**config.mk**
```make
export PLATFORM = sky130hd
export DESIGN_NAME = traffic_state_ctrl
export DESIGN_NICKNAME = d
export VERILOG_FILES = /design/src/rtl/traffic_state_ctrl.sv
export SDC_FILE = /design/constraint.sdc
export NUM_CORES = 1
export LEC_CHECK = 0
export ABC_CLOCK_PERIOD_IN_PS = 4850
export BUFFER_PORTS_ARGS = -buffer_cell sky130_fd_sc_hd__buf_4
export CAP_MARGIN = 10
export CORE_MARGIN = 2
export CORE_UTILIZATION = 40
export DETAILED_ROUTE_END_ITERATION = 8
export PLACE_DENSITY = 0.64
export SYNTH_ARGS = -nofsm -noshare
export SYNTH_HDL_FRONTEND = slang
export SYNTH_SLANG_ARGS = --single-unit
```
**constraint.sdc**
```tcl
create_clock -name clk -period 4.85 [get_ports clk]
set_clock_uncertainty 0.05 [all_clocks]
set_input_delay 1.2125 -clock clk [delete_from_list [all_inputs] [get_ports clk]]
set_output_delay 1.2125 -clock clk [all_outputs]
set_load 0.01 [all_outputs]
```
**src/rtl/traffic_state_ctrl.sv**
```systemverilog
// traffic_state_ctrl
//   Holds the traffic-light state register for a 48 s signal cycle and
//   advances it once per 1 s tick from an internal prescaler. The next
//   state comes from an external decoder that reads c_state back. On every
//   load edge the loaded state is also decoded into registered lamp drives
//   and a two-digit BCD countdown, so those outputs always match c_state.
//
//   Phase table (c_state range | meaning):
//     0..19  | NS green,  EW red,    20 s
//     20..23 | NS yellow, EW red,     4 s
//     24..43 | NS red,    EW green,  20 s
//     44..47 | NS red,    EW yellow,  4 s
//
// Ports
//   clk       in   1  system clock, rising edge
//   rst       in   1  asynchronous active-high reset
//   hold      in   1  freeze prescaler, state and outputs
//   n_state   in   6  next state from the external decoder
//   c_state   out  6  registered current state, 0..47
//   tick      out  1  one-cycle pulse, high on the edge that loads c_state
//   ns_light  out  3  {R,Y,G} north-south lamps, one-hot
//   ew_light  out  3  {R,Y,G} east-west lamps, one-hot
//   cnt_tens  out  4  BCD tens digit of seconds remaining in the phase
//   cnt_ones  out  4  BCD ones digit of seconds remaining in the phase

module traffic_state_ctrl #(
  parameter int TICK_DIV = 50_000_000
) (
  input  logic       clk,
  input  logic       rst,
  input  logic       hold,
  input  logic [5:0] n_state,
  output logic [5:0] c_state,
  output logic       tick,
  output logic [2:0] ns_light,
  output logic [2:0] ew_light,
  output logic [3:0] cnt_tens,
  output logic [3:0] cnt_ones
);

  localparam int PW = (TICK_DIV > 1) ? $clog2(TICK_DIV) : 1;
  localparam logic [PW-1:0] PRESC_LAST = PW'(TICK_DIV - 1);

  localparam logic [5:0] LAST_STATE = 6'd47;

  localparam logic [2:0] LAMP_R = 3'b100;
  localparam logic [2:0] LAMP_Y = 3'b010;
  localparam logic [2:0] LAMP_G = 3'b001;

  typedef enum logic [1:0] {
    PH_NS_GREEN  = 2'd0,
    PH_NS_YELLOW = 2'd1,
    PH_EW_GREEN  = 2'd2,
    PH_EW_YELLOW = 2'd3
  } phase_t;

  logic [PW-1:0] presc_q, presc_d;
  logic          load;
  logic [5:0]    state_d;
  logic          tick_d;
  logic [2:0]    ns_d, ew_d;
  logic [3:0]    tens_d, ones_d;

  phase_t        phase;
  logic [5:0]    load_state;
  logic [5:0]    remaining;

  // Load is gated by hold so a held wrap cycle is simply skipped and the
  // frozen count resumes where it stopped on release.
  always_comb begin
    load    = 1'b0;
    presc_d = presc_q;
    if (!hold) begin
      if (presc_q == PRESC_LAST) begin
        presc_d = '0;
        load    = 1'b1;
      end else begin
        presc_d = presc_q + PW'(1);
      end
    end
  end

  // An out-of-range next state from the decoder restarts the cycle rather
  // than leaving the controller in an undecodable state.
  always_comb begin
    load_state = (n_state > LAST_STATE) ? 6'd0 : n_state;
  end

  // Decode the value being loaded, not the current register, so lamps and
  // countdown land on the same edge as c_state.
  always_comb begin
    phase     = PH_NS_GREEN;
    remaining = 6'd20;
    if (load_state < 6'd20) begin
      phase     = PH_NS_GREEN;
      remaining = 6'd20 - load_state;
    end else if (load_state < 6'd24) begin
      phase     = PH_NS_YELLOW;
      remaining = 6'd24 - load_state;
    end else if (load_state < 6'd44) begin
      phase     = PH_EW_GREEN;
      remaining = 6'd44 - load_state;
    end else begin
      phase     = PH_EW_YELLOW;
      remaining = 6'd48 - load_state;
    end
  end

  always_comb begin
    state_d = c_state;
    tick_d  = 1'b0;
    ns_d    = ns_light;
    ew_d    = ew_light;
    tens_d  = cnt_tens;
    ones_d  = cnt_ones;
    if (load) begin
      state_d = load_state;
      tick_d  = 1'b1;
      unique case (phase)
        PH_NS_GREEN: begin
          ns_d = LAMP_G;
          ew_d = LAMP_R;
        end
        PH_NS_YELLOW: begin
          ns_d = LAMP_Y;
          ew_d = LAMP_R;
        end
        PH_EW_GREEN: begin
          ns_d = LAMP_R;
          ew_d = LAMP_G;
        end
        PH_EW_YELLOW: begin
          ns_d = LAMP_R;
          ew_d = LAMP_Y;
        end
        default: begin
          ns_d = LAMP_R;
          ew_d = LAMP_R;
        end
      endcase
      // remaining is 1..20, so two compares give the BCD split.
      if (remaining >= 6'd20) begin
        tens_d = 4'd2;
        ones_d = 4'(remaining - 6'd20);
      end else if (remaining >= 6'd10) begin
        tens_d = 4'd1;
        ones_d = 4'(remaining - 6'd10);
      end else begin
        tens_d = 4'd0;
        ones_d = 4'(remaining);
      end
    end
  end

  always_ff @(posedge clk or posedge rst) begin
    if (rst) begin
      presc_q  <= '0;
      c_state  <= 6'd0;
      tick     <= 1'b0;
      ns_light <= LAMP_G;
      ew_light <= LAMP_R;
      cnt_tens <= 4'd2;
      cnt_ones <= 4'd0;
    end else begin
      presc_q  <= presc_d;
      c_state  <= state_d;
      tick     <= tick_d;
      ns_light <= ns_d;
      ew_light <= ew_d;
      cnt_tens <= tens_d;
      cnt_ones <= ones_d;
    end
  end

endmodule

```
==> flow_results.xml, run 1 <==
<?xml version="1.0" encoding="UTF-8"?>
<metrics>
  <group name="logic_synthesis">
    <metric name="ys_seq_area_frac" unit="">0.435</metric>
    <metric name="post_synth_fa_ha_maj_area_fraction" unit="">0.0641</metric>
    <metric name="yosys-mux-area-fraction" unit="">0.00838</metric>
    <metric name="synth_common_cells" unit="">nand2_1 (42), dfrtp_1 (41), nor2_1 (26)</metric>
    <metric name="async_flop_share" unit="">1.00</metric>
    <metric name="post-synth-top-count-cell" unit="">nand2_1</metric>
    <metric name="post_synth.cell_area_avg" unit="µm²">9.51</metric>
    <metric name="synthDominantCellAreaShare" unit="">0.404</metric>
    <metric name="synth_simple_gate_area_share" unit="">0.230</metric>
    <metric name="dominant_cell_type_by_area_after_synthesis" unit="">dfrtp_1</metric>
    <metric name="synth.distinct_cells" unit="">53</metric>
    <metric name="synth.top_cells.by_area" unit="">dfrtp_1 (40%), ha_1 (6.4%), nand2_1 (6.2%)</metric>
    <metric name="post_synth_inst_count" unit="">267</metric>
    <metric name="post_synth_xor_area_fraction" unit="">0.0966</metric>
    <metric name="synthesis.area" unit="mm²">0.00254</metric>
    <metric name="postSynth.topFlopCell" unit="">dfrtp_1</metric>
    <metric name="synth-compound-area-share" unit="">0.132</metric>
    <metric name="synth-seq-cells" unit="">44</metric>
    <metric name="yosysWarningCount" unit="">0</metric>
    <metric name="synth_enable_flop_cells" unit="">0</metric>
    <metric name="main_combinational_cell_family_by_area_after_synthesis" unit="">simple AND/OR/NAND/NOR gates</metric>
  </group>
  <group name="job">
    <metric name="max_cap_violations" unit="">0</metric>
  </group>
  <group name="timing">
    <metric name="timing.final.hold_violations" unit="">0</metric>
    <metric name="period_minus_slack" unit="ps">4110</metric>
    <metric name="setup_tns" unit="ps">0</metric>
    <metric name="worst-slew-pin-transition" unit="ps">731</metric>
    <metric name="maxSlewViolCount" unit="">0</metric>
    <metric name="maxClockFrequency" unit="MHz">243</metric>
    <metric name="finalSetupViolations" unit="">0</metric>
    <metric name="slew-limit-headroom" unit="">0.509</metric>
    <metric name="grt_setup_unrepaired" unit="">no</metric>
    <metric name="share_of_the_clock_period_used_by_the_worst_path_after_layout" unit="">0.847</metric>
  </group>
  <group name="power_and_ir_drop">
    <metric name="power-per-cell-area" unit="mW/mm²">305</metric>
    <metric name="p_leak" unit="nW">1.37</metric>
    <metric name="vdd_ir_drop_max" unit="mV">0.111</metric>
  </group>
  <group name="routing">
    <metric name="met1Wirelength" unit="µm">2400</metric>
    <metric name="met2_wirelength" unit="µm">2440</metric>
    <metric name="num_vias" unit="">1948</metric>
    <metric name="first_pass_iteration_count_of_the_detailed_router" unit="">4</metric>
    <metric name="highest-signal-layer" unit="">met4</metric>
    <metric name="wl_per_cell" unit="µm">13.5</metric>
    <metric name="route.antenna.remaining_nets" unit="">0</metric>
    <metric name="drt_iter0_markers" unit="">51</metric>
    <metric name="drt_wl_total" unit="µm">5060</metric>
    <metric name="residual_drc" unit="">0</metric>
    <metric name="vias_per_cell" unit="">5.21</metric>
    <metric name="wl_met3" unit="µm">143</metric>
  </group>
  <group name="floorplan">
    <metric name="floorplan.die_area" unit="mm²">0.00700</metric>
    <metric name="top_level_ports" unit="">30</metric>
    <metric name="floorplan.die.width" unit="µm">83.7</metric>
    <metric name="core.rowCount" unit="">29</metric>
    <metric name="dieHeight" unit="µm">83.7</metric>
    <metric name="initial_util" unit="">0.407</metric>
    <metric name="design.core.area" unit="mm²">0.00624</metric>
  </group>
  <group name="cts">
    <metric name="clock_tree.htree_level_count" unit="">2</metric>
    <metric name="post-cts-setup-buffer-count" unit="">0</metric>
    <metric name="tritoncts" unit="">built</metric>
    <metric name="clock_path_buffers" unit="">2</metric>
    <metric name="post_cts_resized" unit="">0</metric>
    <metric name="cts_bufs_inserted" unit="">5</metric>
    <metric name="clock_latency" unit="ps">300</metric>
    <metric name="cts.reportedPaths.clkPinSlew" unit="ps">80</metric>
    <metric name="cts_hold_repair.buffers" unit="">0</metric>
    <metric name="clock_sink_count" unit="">44</metric>
    <metric name="cts_root_buffer" unit="">clkbuf_8</metric>
  </group>
  <group name="layout">
    <metric name="total_nets_final" unit="">318</metric>
    <metric name="antenna_cells" unit="">0</metric>
    <metric name="layout.cell_area.non_filler" unit="mm²">0.00292</metric>
    <metric name="syn2layout_area_growth" unit="%">15.1</metric>
    <metric name="layout-drive-gt1-share" unit="">0.162</metric>
  </group>
  <group name="grt">
    <metric name="first_global_vias" unit="">1802</metric>
    <metric name="track_usage" unit="">0.152</metric>
    <metric name="grt_pass1_wl" unit="µm">8600</metric>
    <metric name="pin_count_of_the_biggest_net_entering_global_routing" unit="">45</metric>
    <metric name="global_route.overflow_total" unit="">0</metric>
    <metric name="grt_antenna_before_repair" unit="">0</metric>
  </group>
  <group name="place">
    <metric name="finalWeightedCongestion" unit="">0.852</metric>
    <metric name="dp_hpwl" unit="µm">3730</metric>
    <metric name="detailed_place.area" unit="mm²">0.00282</metric>
    <metric name="port_buffers" unit="">27</metric>
  </group>
  <group name="setup_path">
    <metric name="worst_setup_path_end_kind" unit="">flip-flop</metric>
    <metric name="worst-endpoint-arrival" unit="ps">4250</metric>
    <metric name="worst-setup-path-type" unit="">in -&gt; reg</metric>
    <metric name="timing.reg2reg.worst_path_depth" unit="">6</metric>
    <metric name="worst-endpoint-required" unit="ps">4990</metric>
    <metric name="setup.worst_path.start_class" unit="">primary input</metric>
    <metric name="cp_max_fo" unit="">9</metric>
  </group>
  <group name="worst_hold_path">
    <metric name="worst_hold_path_type" unit="">reg -&gt; reg</metric>
    <metric name="min_delay_path_depth" unit="">2</metric>
  </group>
  <group name="run_status">
    <metric name="run_status" unit="">completed</metric>
  </group>
</metrics>
==> metrics by stage <==
step	util	power (mW)	std cells	setup slack, ps	hold WS, ps
detailed placement	0.451	0.623	366	401	410
finish	0.468	0.892	374	742	426
CTS	0.468	0.899	374	731	426
floorplan	-	0.579	268	779	389
global route	0.468	0.948	374	419	448
global placement	0.451	0.621	366	511	405
==> layout make-up <==
class / instances / area, µm²
Clock buffer: 7 / 76.3
Timing Repair Buffer: 30 / 225
Tap cell: 77 / 96.3
Multi-Input combinational cell: 207 / 1360
Inverter: 8 / 30.0
Sequential cell: 44 / 1100
Fill cell: 610 / 3320
Clock inverter: 1 / 30.0
==> metal layers <==
layer | vias up | global-route usage
met5 | - | 0
met4 | 0 | 0.0572
met3 | 7 | 0.0267
met2 | 27 | 0.259
met1 | 917 | 0.194
li1 | 997 | -
==> worst max-delay path, stage by stage <==
cell and delay (ps):
buf_4 100, ha_1 170, inv_1 60, nand2_1 130, ha_1 240, nand3b_1 110, a221oi_1 370, nor2_1 90
xnor2_1 620, inv_1 150, ha_1 210, nand2_1 60, a22oi_1 100, a32oi_2 310, o2111a_1 240, o21ai_1 60
==> path summary, 6_finish.rpt <==
check	from	end	slack, ps
worst max-delay path	n_state[4]	cnt_ones[3]	740
worst min-delay path	c_state[4]	c_state[4]	430
worst max register to register	presc_q[3]	presc_q[22]	2590
worst min register to register	c_state[4]	c_state[4]	430
max in group asynchronous	rst	presc_q[20]	3350
min in group asynchronous	rst	presc_q[2]	1000
==> where the power goes <==
part	internal, mW	leakage [nW]	switching, mW
Clock	0.154	0.0524	0.122
Sequential	0.395	0.592	0.0291
Combinational	0.0855	0.721	0.106
==> logic make-up after synthesis <==
logic type / after synthesis
other cells: 1
buf+inv: 17
simple gates: 118
compound gates: 44
fa+ha+maj: 13
mux: 2
xor+xnor: 28
flops: 44
==> cell usage in the layout, fill, tap and decap left out, drive strengths merged, types with 6 or more instances in the layout <==
cell | netlist | final
nor2 | 26 | 26
inv | 8 | 8
nand2 | 42 | 42
buf | 4 | 30
a21oi | 6 | 6
clkbuf | 5 | 7
o21ai | 13 | 13
nand3 | 11 | 11
dfrtp | 41 | 41
xor2 | 15 | 15
nand4 | 6 | 6
ha | 13 | 13
xnor2 | 13 | 13
==> sequential cells by signal, summed over array words and instances, names as in the netlist <==
register  count
ns_light      3
cnt_tens      2
cnt_ones      3
presc_q      26
c_state       6
tick          1
ew_light      3
Power figures use the tool's default switching activity.
==> run 2: changes to the inputs <==
ABC_CLOCK_PERIOD_IN_PS = 3300   (was 4850)
PLACE_DENSITY = 0.67   (was 0.64)
clock period = 3.3 ns   (was 4.85 ns; I/O delays follow)
==> run 2 against run 1 <==
Effect of this change:
- non-clock buffer count up 21
- sequential power up 47%
- largest power group unchanged
- flip-flop and latch count unchanged
- final area up 7.4%
- cell count up 5.6%
- clock power up 50%
- first-iteration DRC count up 20%
- combinational power up 78%
- wire length up 4.5%
- count of clock-buffer cells in the layout down 2
- via count up 3.9%
==> flow_results.xml, run 2 (synthesis results as in run 1) <==
<?xml version="1.0" encoding="UTF-8"?>
<metrics>
  <group name="floorplan">
    <metric name="design.core.area" unit="mm²">0.00624</metric>
    <metric name="dieHeight" unit="µm">83.7</metric>
    <metric name="core.rowCount" unit="">29</metric>
    <metric name="floorplan.die_area" unit="mm²">0.00700</metric>
    <metric name="initial_util" unit="">0.407</metric>
    <metric name="top_level_ports" unit="">30</metric>
    <metric name="floorplan.die.width" unit="µm">83.7</metric>
  </group>
  <group name="place">
    <metric name="finalWeightedCongestion" unit="">0.880</metric>
    <metric name="dp_hpwl" unit="µm">4010</metric>
    <metric name="dp_worst_setup_slack" unit="ps">-110</metric>
    <metric name="port_buffers" unit="">27</metric>
  </group>
  <group name="layout">
    <metric name="layout_commonest_cell" unit="">buf_4</metric>
    <metric name="total_nets_final" unit="">339</metric>
    <metric name="most_used_cells_in_the_layout_excluding_fill_and_tap_cells" unit="">buf_4 (51), dfrtp_1 (41), nand2_1 (40), nor2_1 (25), xor2_1 (15)</metric>
    <metric name="flip_flop_count_of_the_largest_register_all_copies_and_words_added" unit="">26</metric>
    <metric name="layout-drive-gt1-share" unit="">0.252</metric>
    <metric name="final_util" unit="">0.503</metric>
    <metric name="registers.top_by_ff_count" unit="">presc_q</metric>
    <metric name="syn2layout_area_growth" unit="%">23.7</metric>
    <metric name="largestRegisters" unit="">presc_q x26, c_state x6</metric>
    <metric name="num-fill-cells" unit="">610</metric>
    <metric name="antenna_cells" unit="">0</metric>
  </group>
  <group name="worst_hold_path">
    <metric name="worst_hold_path_type" unit="">reg -&gt; reg</metric>
    <metric name="min-delay-start" unit="">presc_q[4]</metric>
    <metric name="min_delay_path_depth" unit="">1</metric>
  </group>
  <group name="setup_path">
    <metric name="critical_path.startpoint" unit="">n_state[4]</metric>
    <metric name="crit_buf_inv" unit="">3</metric>
    <metric name="cp_max_fo" unit="">5</metric>
    <metric name="worst-endpoint-arrival" unit="ps">3220</metric>
    <metric name="worst_setup_path_end_kind" unit="">flip-flop</metric>
    <metric name="category_of_cells_accounting_for_the_largest_share_of_critical_path_delay" unit="">compound AO/OA/AOI/OAI gates</metric>
    <metric name="cell_breakdown_of_the_critical_path" unit="">buf_4, ha_1, inv_2, nand2_2, ha_4, nand4b_1, o221a_4, mux2_2, inv_1, ha_1, nand2_1, a22oi_2, a32oi_2, o221ai_1, o21ai_1</metric>
    <metric name="cp_num_cells" unit="">15</metric>
    <metric name="timing.reg2reg.worst_path_depth" unit="">4</metric>
    <metric name="cp_most_frequent_cell" unit="">ha_1</metric>
    <metric name="setup.worst_path.start_class" unit="">primary input</metric>
    <metric name="worst-setup-path-type" unit="">in -&gt; reg</metric>
    <metric name="cp_slowest_cell" unit="">o221a_4</metric>
    <metric name="worst-endpoint-required" unit="ps">3440</metric>
    <metric name="regToRegSetupSlack" unit="ps">1060</metric>
    <metric name="worstReg2RegStart" unit="">presc_q[7]</metric>
    <metric name="cp_slowest_stage_delay" unit="ps">340</metric>
  </group>
  <group name="routing">
    <metric name="route.antenna.remaining_nets" unit="">0</metric>
    <metric name="drt_wl_total" unit="µm">5280</metric>
    <metric name="num_vias" unit="">2024</metric>
    <metric name="residual_drc" unit="">0</metric>
    <metric name="wl_per_cell" unit="µm">13.4</metric>
    <metric name="first_pass_iteration_count_of_the_detailed_router" unit="">4</metric>
    <metric name="drt_iter0_markers" unit="">61</metric>
    <metric name="vias_per_cell" unit="">5.12</metric>
  </group>
  <group name="timing">
    <metric name="post-route-worst-setup-slack" unit="ps">219</metric>
    <metric name="period_minus_slack" unit="ps">3080</metric>
    <metric name="worst-slew-pin-transition" unit="ps">903</metric>
    <metric name="maxClockFrequency" unit="MHz">325</metric>
    <metric name="finalSetupViolations" unit="">0</metric>
    <metric name="slew-limit-headroom" unit="">0.394</metric>
    <metric name="maxSlewViolCount" unit="">0</metric>
    <metric name="timing.final.hold_violations" unit="">0</metric>
    <metric name="share_of_the_clock_period_used_by_the_worst_path_after_layout" unit="">0.934</metric>
    <metric name="worst_hold_slack" unit="ps">428</metric>
    <metric name="grt_setup_unrepaired" unit="">no</metric>
  </group>
  <group name="power_and_ir_drop">
    <metric name="fin_total_pwr" unit="mW">1.38</metric>
    <metric name="power-per-cell-area" unit="mW/mm²">439</metric>
    <metric name="p_leak" unit="nW">1.47</metric>
    <metric name="vdd_ir_drop_max" unit="mV">0.201</metric>
  </group>
  <group name="grt">
    <metric name="grt_antenna_before_repair" unit="">0</metric>
    <metric name="grt_pass1_wl" unit="µm">9200</metric>
    <metric name="global_route.overflow_total" unit="">0</metric>
    <metric name="pin_count_of_the_biggest_net_entering_global_routing" unit="">27</metric>
    <metric name="first_global_vias" unit="">2015</metric>
    <metric name="track_usage" unit="">0.161</metric>
  </group>
  <group name="cts">
    <metric name="cts.reportedPaths.clkPinSlew" unit="ps">90</metric>
    <metric name="cts_bufs_inserted" unit="">5</metric>
    <metric name="clock_tree.htree_level_count" unit="">2</metric>
    <metric name="post-cts-setup-buffer-count" unit="">0</metric>
    <metric name="tritoncts" unit="">built</metric>
    <metric name="clock_sink_count" unit="">44</metric>
    <metric name="cts_root_buffer" unit="">clkbuf_8</metric>
    <metric name="post_cts_resized" unit="">0</metric>
    <metric name="cts_hold_repair.buffers" unit="">0</metric>
    <metric name="clock_latency" unit="ps">300</metric>
    <metric name="clock_path_buffers" unit="">2</metric>
  </group>
  <group name="job">
    <metric name="max_cap_violations" unit="">0</metric>
  </group>
  <group name="run_status">
    <metric name="run_status" unit="">completed</metric>
  </group>
</metrics>
## run 2: changes by cell type in the layout (fill, tap and decap cells not counted), sizes merged
cell / before / now
clkbuf: 7 / 5
inv: 8 / 7
clkinv: 0 / 2
clkinvlp: 0 / 1
buf: 30 / 51
## run 2: per-stage QoR
| step | instance area [µm²] | cells | setup TNS [ps] |
|---|---|---|---|
| 6_report | 3140 | 395 | 0 |
| 5_1_grt | 3140 | 395 | 0 |
| 4_1_cts | 3140 | 395 | 0 |
| 3_5_place_dp | 3030 | 387 | -346 |
| 3_3_place_gp | 3030 | 387 | -118 |
| 2_1_floorplan | 2600 | 268 | 0 |
## run 2: per-layer routing
layer  track usage  share of wire  up-vias
met5             0              0        -
met3        0.0237          0.024        6
li1              -              -     1035
met1         0.200           0.46      963
met2         0.285           0.50       20
met4        0.0543          0.010        0
## run 2: worst paths after layout
| path | end |
|---|---|
| setup / recovery | cnt_ones[2] |
| hold / removal | presc_q[4] |
| setup reg to reg | ew_light[0] |
| hold reg to reg | presc_q[4] |
| max in group asynchronous | cnt_tens[1] |
| min in group asynchronous | ns_light[2] |
## run 2: layout make-up
| type | count | area (µm²) | area share |
|---|---|---|---|
| multi-input cells | 207 | 1420 | 0.451 |
| well taps | 77 | 96.3 | 0.0307 |
| clock buffers | 5 | 68.8 | 0.0219 |
| clock inverters | 3 | 42.5 | 0.0135 |
| repair buffers | 51 | 383 | 0.122 |
| inverters | 8 | 30.0 | 0.00956 |
| flip-flops and latches | 44 | 1100 | 0.352 |
## run 2: power by group
group	leakage, nW	total (mW)	internal, mW	switching (mW)
combinational	0.829	0.341	0.166	0.176
sequential	0.592	0.623	0.581	0.0422
clock	0.0541	0.415	0.224	0.191
total	1.47	1.38	0.971	0.408
